**config.mk**
```make
export PLATFORM = sky130hd
export DESIGN_NAME = remote_transmitter
export DESIGN_NICKNAME = d
export VERILOG_FILES = /design/src/rtl/remote_pkg.sv /design/src/rtl/remote_transmitter.sv
export SDC_FILE = /design/constraint.sdc
export NUM_CORES = 1
export LEC_CHECK = 0
export CORE_ASPECT_RATIO = 1.25
export CORE_MARGIN = 1.5
export CORE_UTILIZATION = 59
export CTS_CLUSTER_DIAMETER = 100
export DETAILED_ROUTE_END_ITERATION = 7
export GPL_TIMING_DRIVEN = 0
export PLACE_DENSITY = 0.8
export SYNTH_ARGS = -nofsm -noshare
export SYNTH_HDL_FRONTEND = slang
export SYNTH_SLANG_ARGS = --single-unit
```
**constraint.sdc**
```tcl
create_clock -name clk -period 3 [get_ports clk]
set_input_delay 0.6 -clock clk [delete_from_list [all_inputs] [get_ports clk]]
set_output_delay 0.6 -clock clk [all_outputs]
set_load 0.02 [all_outputs]
```
**src/rtl/remote_pkg.sv**
```systemverilog
// -----------------------------------------------------------------------------
// remote_pkg
// Shared definitions for the remote-control link (transmitter and receiver):
//   - state_e      : frame-sequencer state encoding
//   - CUSTOM_LEN   : custom-code field length in bits
//   - KEY_LEN      : key / inverted-key field length in bits
//   - INVALID_KEY  : code the receiver reports for an undecodable frame
//   - key_exists() : legality test for an 8-bit key code
// -----------------------------------------------------------------------------
package remote_pkg;

  typedef enum logic [2:0] {
    ST_IDLE,
    ST_LEAD_LO,
    ST_LEAD_HI,
    ST_CUSTOM,
    ST_KEY,
    ST_KEY_INV,
    ST_GAP
  } state_e;

  localparam int         CUSTOM_LEN  = 16;
  localparam int         KEY_LEN     = 8;
  localparam logic [7:0] INVALID_KEY = 8'hFF;

  // Legal keys live in 0..31; within that range A..E = key[4:0] (A is the MSB)
  // and the key is legal when any of the listed product terms holds.
  function automatic logic key_exists(input logic [7:0] key);
    logic a, b, c, d, e;
    {a, b, c, d, e} = key[4:0];
    return (key[7:5] == 3'b000) &&
           ((!a && !b) || (!b && !c) || (!b && !e) || (a && d) ||
            (!a && !c && !d) || (!a && !d && !e) || (!c && !d && !e) ||
            (c && d && e));
  endfunction

endpackage

```
**src/rtl/remote_transmitter.sv**
```systemverilog
// -----------------------------------------------------------------------------
// remote_transmitter
// Serialises a legal 8-bit key as: LEAD_LOW zeros, one high lead bit, the
// 16-bit custom code, the key, the inverted key (all MSB first), then GAP
// idle-high cycles. Illegal keys are refused with a one-cycle reject pulse.
//
// Parameters:
//   CUSTOM_CODE  custom-code field value
//   LEAD_LOW     preamble low length in cycles (1..15)
//   GAP          idle-high cycles after each frame (>= 5)
// Ports:
//   clk        in   clock, all logic on posedge
//   reset      in   asynchronous, active-low reset
//   key_valid  in   key_in is offered
//   key_in     in   [7:0] key code to send
//   key_ready  out  block can accept a key (IDLE only)
//   serial     out  line output, idle high
//   busy       out  frame or gap in progress
//   reject     out  one-cycle pulse after an illegal key is offered
// -----------------------------------------------------------------------------
module remote_transmitter
  import remote_pkg::*;
#(
  parameter logic [15:0] CUSTOM_CODE = 16'hA55A,
  parameter int          LEAD_LOW    = 4,
  parameter int          GAP         = 6
) (
  input  logic       clk,
  input  logic       reset,
  input  logic       key_valid,
  input  logic [7:0] key_in,
  output logic       key_ready,
  output logic       serial,
  output logic       busy,
  output logic       reject
);

  // Counter reload values: each state runs for (load + 1) cycles and leaves
  // when the counter reaches zero, so the counter never wraps.
  localparam logic [4:0] LEAD_LD   = 5'(LEAD_LOW - 1);
  localparam logic [4:0] CUSTOM_LD = 5'(CUSTOM_LEN - 1);
  localparam logic [4:0] KEY_LD    = 5'(KEY_LEN - 1);
  localparam logic [4:0] GAP_LD    = 5'(GAP - 1);

  state_e      state_q, state_d;
  logic [4:0]  cnt_q, cnt_d;
  logic [15:0] shreg_q, shreg_d;
  logic [7:0]  key_q, key_d;
  logic        serial_q, serial_d;
  logic        busy_q, busy_d;
  logic        key_ready_q, key_ready_d;
  logic        reject_q, reject_d;
  logic        last;

  assign last = (cnt_q == 5'd0);

  always_comb begin
    // NOTE: every signal assigned here gets a default first, so no path
    // through the case leaves one unassigned and no latch is inferred.
    state_d  = state_q;
    cnt_d    = cnt_q;
    shreg_d  = shreg_q;
    key_d    = key_q;
    reject_d = 1'b0;
    serial_d = 1'b1;

    case (state_q)
      ST_IDLE: begin
        if (key_valid && key_ready_q) begin
          if (key_exists(key_in)) begin
            key_d   = key_in;
            state_d = ST_LEAD_LO;
            cnt_d   = LEAD_LD;
          end else begin
            reject_d = 1'b1;
          end
        end
      end
      ST_LEAD_LO: begin
        if (last) begin
          state_d = ST_LEAD_HI;
          cnt_d   = 5'd0;
        end else begin
          cnt_d = cnt_q - 5'd1;
        end
      end
      // The lead-high bit is exactly one cycle; the receiver aligns on it.
      ST_LEAD_HI: begin
        state_d = ST_CUSTOM;
        cnt_d   = CUSTOM_LD;
        shreg_d = CUSTOM_CODE;
      end
      ST_CUSTOM: begin
        if (last) begin
          state_d = ST_KEY;
          cnt_d   = KEY_LD;
          shreg_d = {key_q, 8'h00};
        end else begin
          cnt_d   = cnt_q - 5'd1;
          shreg_d = {shreg_q[14:0], 1'b0};
        end
      end
      ST_KEY: begin
        if (last) begin
          state_d = ST_KEY_INV;
          cnt_d   = KEY_LD;
          shreg_d = {~key_q, 8'h00};
        end else begin
          cnt_d   = cnt_q - 5'd1;
          shreg_d = {shreg_q[14:0], 1'b0};
        end
      end
      ST_KEY_INV: begin
        if (last) begin
          state_d = ST_GAP;
          cnt_d   = GAP_LD;
        end else begin
          cnt_d   = cnt_q - 5'd1;
          shreg_d = {shreg_q[14:0], 1'b0};
        end
      end
      ST_GAP: begin
        if (last) begin
          state_d = ST_IDLE;
        end else begin
          cnt_d = cnt_q - 5'd1;
        end
      end
      default: state_d = ST_IDLE;
    endcase

    // Outputs are registered, so they are derived from the state being
    // entered; the line then changes exactly on the transition edge.
    case (state_d)
      ST_LEAD_LO:                     serial_d = 1'b0;
      ST_CUSTOM, ST_KEY, ST_KEY_INV:  serial_d = shreg_d[15];
      default:                        serial_d = 1'b1;
    endcase
  end

  assign busy_d      = (state_d != ST_IDLE);
  assign key_ready_d = (state_d == ST_IDLE);

  // NOTE: state flops use non-blocking assignments so every register samples
  // the pre-edge values regardless of statement order.
  always_ff @(posedge clk or negedge reset) begin
    if (!reset) begin
      state_q     <= ST_IDLE;
      cnt_q       <= 5'd0;
      shreg_q     <= 16'h0000;
      key_q       <= 8'h00;
      serial_q    <= 1'b1;
      busy_q      <= 1'b0;
      key_ready_q <= 1'b1;
      reject_q    <= 1'b0;
    end else begin
      state_q     <= state_d;
      cnt_q       <= cnt_d;
      shreg_q     <= shreg_d;
      key_q       <= key_d;
      serial_q    <= serial_d;
      busy_q      <= busy_d;
      key_ready_q <= key_ready_d;
      reject_q    <= reject_d;
    end
  end

  assign serial    = serial_q;
  assign busy      = busy_q;
  assign key_ready = key_ready_q;
  assign reject    = reject_q;

endmodule

```
* Yosys cells after proc, flatten, opt, wreduce, memory -nomap -nowiden
Index checks and enable logic that the tools add are counted. Widths: inputs -> output; s select.
Word-level totals: flip-flop bits (word level) 36, bits of input ports 11, output and inout bits 4, logic and storage cells 86
Cells by class: $add $sub $neg 1, eq/ne operators 14, multiplexer cells 23, bitwise logic cells 1, reduce and logical (&&, ||, !) cells 38
Operators with widths (number):
- $pmux 16 s4 | 1
- $mux 16 | 3
- $mux 5 | 6
- $pmux 5 s6 | 1
- $mux 3 | 7
- $pmux 3 s7 | 1
- $eq 3x3->1 const B | 5
- $logic_and 1x1->1 | 14
- $eq 3x2->1 const B | 3
- $logic_not 3->1 | 3
- $ne 2x2->1 const B | 4
- $not 8->8 | 1
- $logic_or 1x1->1 | 7
- $eq 3x1->1 const B | 2
- $reduce_bool 6->1 | 1
- $logic_not 1->1 | 5
- $logic_not 5->1 | 1
- $sub 5x1->5 const B | 1
- $reduce_and 4->1 | 1
- $reduce_bool 4->1 | 1
- $mux 1 | 3
- $reduce_and 3->1 | 1
- $reduce_bool 3->1 | 1
- $reduce_or 3->1 | 1
- other kinds (3) | 3

* Longest topological paths before layout
depth after elaboration 16, mapped depth 8, mapped depth without buffers 7

* Worst setup path after synthesis
OpenSTA, ideal clock, no wires.
path kind register -> register, from reg cnt_q[0], to reg shreg_q[12], library setup time 126 ps, arrival time 1873 ps, data required time 2874 ps, path slack 1002 ps, stages on the path, launching flop included 9, cell sequence dfrtp_1 > inv_1 > ha_1 > or4b_4 > buf_6 > a21oi_2 > o21ai_1 > o211a_1 > a221o_1
Between the ends: cells in the longest elaborated chain, start to end 3
RTL lines:
- start: declaration | line remote_transmitter.sv:46 | logic [4:0] cnt_q, cnt_d;
- start signal: assignment | line remote_transmitter.sv:158 | cnt_q <= cnt_d;
- $logic_not 5->1 * | line remote_transmitter.sv:55 | assign last = (cnt_q == 5'd0);
- $mux 16, or another cell as far along | line remote_transmitter.sv:104 | if (last) begin
- $pmux 16 s4 or $reduce_and 2->1 (tied branches)
- end signal: assignment | line remote_transmitter.sv:159 | shreg_q <= shreg_d;
- end: declaration | line remote_transmitter.sv:47 | logic [15:0] shreg_q, shreg_d;
Mark *: on every way between the ends. The rest lies on a longest branch, timed or not. A chain may end at the register's enable or synchronous reset.

* Final worst setup path
from reg cnt_q[0], to reg cnt_q[1]
Between the ends: cells in the longest elaborated chain, start to end 3
RTL lines:
- $sub 5x1->5 or $logic_not 5->1 (tied branches)
- $mux 5, or another cell as far along | line remote_transmitter.sv:123 | if (last) begin
- $pmux 5 s6 or $reduce_and 4->1 (tied branches)
Parallel ways exist; a longest one is shown, timed or not. The select of a mux whose other input is x is not followed.

==> impl_summary.txt <==
----------------------------------------------------
[Status]
  Outcome ... finished, violations left
  Violated checks ... design-rule violations

[Route]
  1st-pass router iterations ... 7
  Routed vias ... 2024
  Top sig layer ... met4
  DR iter-0 viols ... 203
  Total routed wire length on the met1 layer ... 2360 µm
  Met2 routed wirelength ... 2670 µm
  Total routed wirelength ... 5580 µm
  Average vias per placed instance ... 6.55
  Routed length on met3 ... 406 µm
  Drc violations ... 2
  WL/cell ... 18.1 µm
  Number of routed nets with antenna violations ... 0

[STA]
  Fin crit period ... 2.31 ns
  Share of the clock period used by the worst path after layout ... 76.8%
  Clock tree skew after final layout ... 0.00714 ns
  Upper clock frequency limit ... 0.434 GHz
  Final-report hold violation count ... 0
  Total count of max-transition violations in the final report ... 0
  Sum of negative setup slack ... 0 ns
  Tightest Pin Transition ... 0.790 ns
  Normalized max-slew margin ... 47.4%
  Worst hold-check slack ... 0.382 ns
  Unrepaired setup endpoints after global routing ... no
  Finish-stage setup viols ... 0

[Pwr]
  VDD IR max ... 0.287 mV
  Power density over the cells ... 354 mW/mm²
  Static leakage ... 1.14 nW
  Post-layout total power ... 0.883 mW

[Layout]
  Number of antenna repair diodes ... 0
  Utilization of the core after routing ... 70.4%
  Post-layout instance count excluding filler cells ... 309
  Post-layout nets ... 281
  Fillers ... 301
  Fraction of final layout cells with drive strength greater than 1 ... 11.9%
  Area growth from synthesis to layout ... 12.8%

[Yosys]
  Post-synthesis sequential element count ... 35
  Synthesized area divided by synthesized cell count ... 8.91 µm²
  Dominant register cell in the synthesized netlist ... dfrtp_1
  Share of synthesized flip-flops with an asynchronous set or reset ... 100%
  Yosys warning count ... 0
  Syn nets ... 260
  Synthesized area ... 0.00221 mm²
  Number of cells produced by synthesis ... 248
  Unique cell type count in the Yosys netlist ... 54
  Sequential area share after synthesis ... 39.7%
  Post-synth EDFFs ... 0

[Floorplan]
  Starting density of the core ... 62.4%
  Total core area ... 0.00354 mm²
  Number of rows in the core area ... 24
  Die Outline Area ... 0.00413 mm²
  I/O Pins ... 15
  Height of the die ... 71.4 µm
  Die Width ... 57.8 µm

[Worst setup path]
  Worst endpoint required time ... 3.18 ns
  Top fanout value on the critical path ... 10
  List of cells traversed by the critical path ... inv_1 > ha_1 > nor4b_4 > buf_2 > nand2_1 > nor2_1 > a21oi_1 > a22o_1
  Reg2Reg Launch Point ... cnt_q[0]
  Critical Path Sink Type ... flop
  Crit Path Class ... reg2reg
  Worst Path Arrival ... 2.49 ns
  Maximum single-stage delay on the critical path ... 0.43 ns
  Crit path launch type ... flop
  Cell with the largest stage delay on the worst path ... dfrtp_1
  Number of cells on the worst reg-to-reg path ... 8
  Crit path from ... cnt_q[0]

[CTS]
  Total clock buffers created by CTS ... 5
  Root buffer cell ... clkbuf_8
  Total of hold buffers inserted after clock tree synthesis ... 0
  Later-pin clock latency in the skew report ... 0.29 ns
  Clk sink count ... 35
  Post-cts resize count ... 0
  Number of setup buffers added after CTS ... 0
  TritonCTS clock tree ... done
  Clock slew at reported path FFs ... 0.07 ns
  Number of levels the H-tree was split into ... 2
  Buffer levels on the longest clock path ... 2

[Global route]
  Via count of the first global-routing pass ... 1870
  Pin count of the biggest net entering global routing ... 36
  All-layer global routing usage ... 28.7%
  Number of antenna violations at the first check in global routing ... 0
  Aggregate global routing overflow ... 0
  Global-route wire length before repair ... 8990 µm

[Run]
  Count of max-cap constraint violations ... 0

[Placement]
  Number of buffers added on ports ... 14
  Weighted congestion at the end of routability-driven global placement ... 0.920
  Placed Cells incl. Taps ... 301
  Total half-perimeter wirelength after legalization and detailed placement ... 3780 µm

[Min path]
  Class of the tightest hold or removal check ... in2async

----------------------------------------------------
## power by group
group          leakage (nW)  internal, mW  switching, mW  total [mW]
clock                0.0515         0.210          0.173       0.383
combinational         0.621        0.0133         0.0148      0.0281
sequential            0.464         0.472              0       0.472
total                  1.14         0.695          0.188       0.883
## cell families (layout without fill, tap and decap cells)
| kind of cell | count (synthesis) | count (layout) | synth area share, % |
|---|---|---|---|
| AOI/OAI and AO/OA | 91 | 91 | 27.6 |
| muxes | 12 | 12 | 5.72 |
| buffers and inverters | 33 | 55 | 6.56 |
| xor gates and xnor gates | 1 | 1 | 0.396 |
| adders and majority gates | 2 | 2 | 1.02 |
| and+or+nand+nor | 74 | 74 | 19.0 |
| DFF | 35 | 35 | 39.7 |
## sequential cells by signal (all words and copies together) (netlist names)
name,cells
state_q,3
key_ready,1
serial,1
shreg_q,15
cnt_q,5
busy,1
key_q,8
reject,1
## per-layer routing
layer | up-vias | track usage, %
li1 | 959 | -
met1 | 954 | 40.0
met2 | 93 | 43.7
met3 | 18 | 5.60
met4 | 0 | 11.9
met5 | - | 0
## metrics by stage
| step | cell area (µm²) | setup slack, ns |
|---|---|---|
| floorplan | 2210 | 1.00 |
| global placement | 2400 | 0.461 |
| detailed placement | 2390 | 0.432 |
| CTS | 2490 | 0.718 |
| global route | 2490 | 0.604 |
| finish | 2490 | 0.695 |
## cells in the final DEF, fill, tap and decap left out, types with 7 or more instances in the layout
| master | instances |
|---|---|
| a21oi_1 | 25 |
| a31oi_1 | 7 |
| clkbuf_1 | 15 |
| clkbuf_8 | 7 |
| clkdlybuf4s50_1 | 13 |
| dfrtp_1 | 33 |
| inv_1 | 11 |
| mux2i_1 | 7 |
| nand2_1 | 22 |
| nand3_1 | 7 |
| nor2_1 | 18 |
| o21ai_0 | 19 |
## worst paths after layout
check	to	slack, ns
worst max-delay path	cnt_q[1]	0.69
worst min-delay path	key_q[7]	0.38
worst max register to register	cnt_q[1]	0.69
worst min register to register	key_q[6]	0.52
max in group asynchronous	key_q[0]	2.11
min in group clk	key_q[6]	0.52
## cells in the mapped netlist, types with 2 or more instances
| cell type | count | area [µm²] |
|---|---|---|
| dfrtp_1 | 33 | 826 |
| a21oi_1 | 25 | 125 |
| nand2_1 | 22 | 82.6 |
| o21ai_0 | 19 | 95.1 |
| nor2_1 | 18 | 67.6 |
| clkbuf_1 | 14 | 52.6 |
| inv_1 | 11 | 41.3 |
| a31oi_1 | 7 | 43.8 |
| mux2i_1 | 7 | 70.1 |
| nand3_1 | 7 | 35.0 |
| and2_1 | 6 | 37.5 |
| buf_2 | 5 | 25.0 |
| mux2_2 | 5 | 56.3 |
| nand2b_1 | 5 | 31.3 |
| o22ai_1 | 5 | 31.3 |
| a221o_1 | 4 | 40.0 |
| a222oi_1 | 3 | 30.0 |
| a32o_1 | 3 | 30.0 |
| nand3b_1 | 3 | 22.5 |
| o211a_1 | 3 | 30.0 |
| a211oi_1 | 2 | 15.0 |
| a22o_1 | 2 | 17.5 |
| buf_6 | 2 | 22.5 |
| dfstp_2 | 2 | 52.6 |
| nor4bb_1 | 2 | 20.0 |
| o211ai_1 | 2 | 15.0 |
| o21bai_1 | 2 | 15.0 |
| o221ai_1 | 2 | 17.5 |
| o32ai_1 | 2 | 17.5 |
## critical path: cells and delay by family (launching register included)
family	cells	cell delay, ns
buffers and inverters	2	0.43
AND/OR/NAND/NOR	3	0.79
adder cells (fa/ha/maj)	1	0.27
AO/OA/AOI/OAI	2	0.28
flip-flops	1	0.43
## area by class of cell
cell class	count	area, µm²	area share, %
Timing Repair Buffer	14	135	5.42
Sequential cell	35	878	35.2
Inverter	11	41.3	1.65
Tap cell	39	48.8	1.96
Multi-Input combinational cell	180	1190	47.6
Clock buffer	8	100	4.01
Buffer	22	104	4.16
Power figures use the tool's default switching activity.
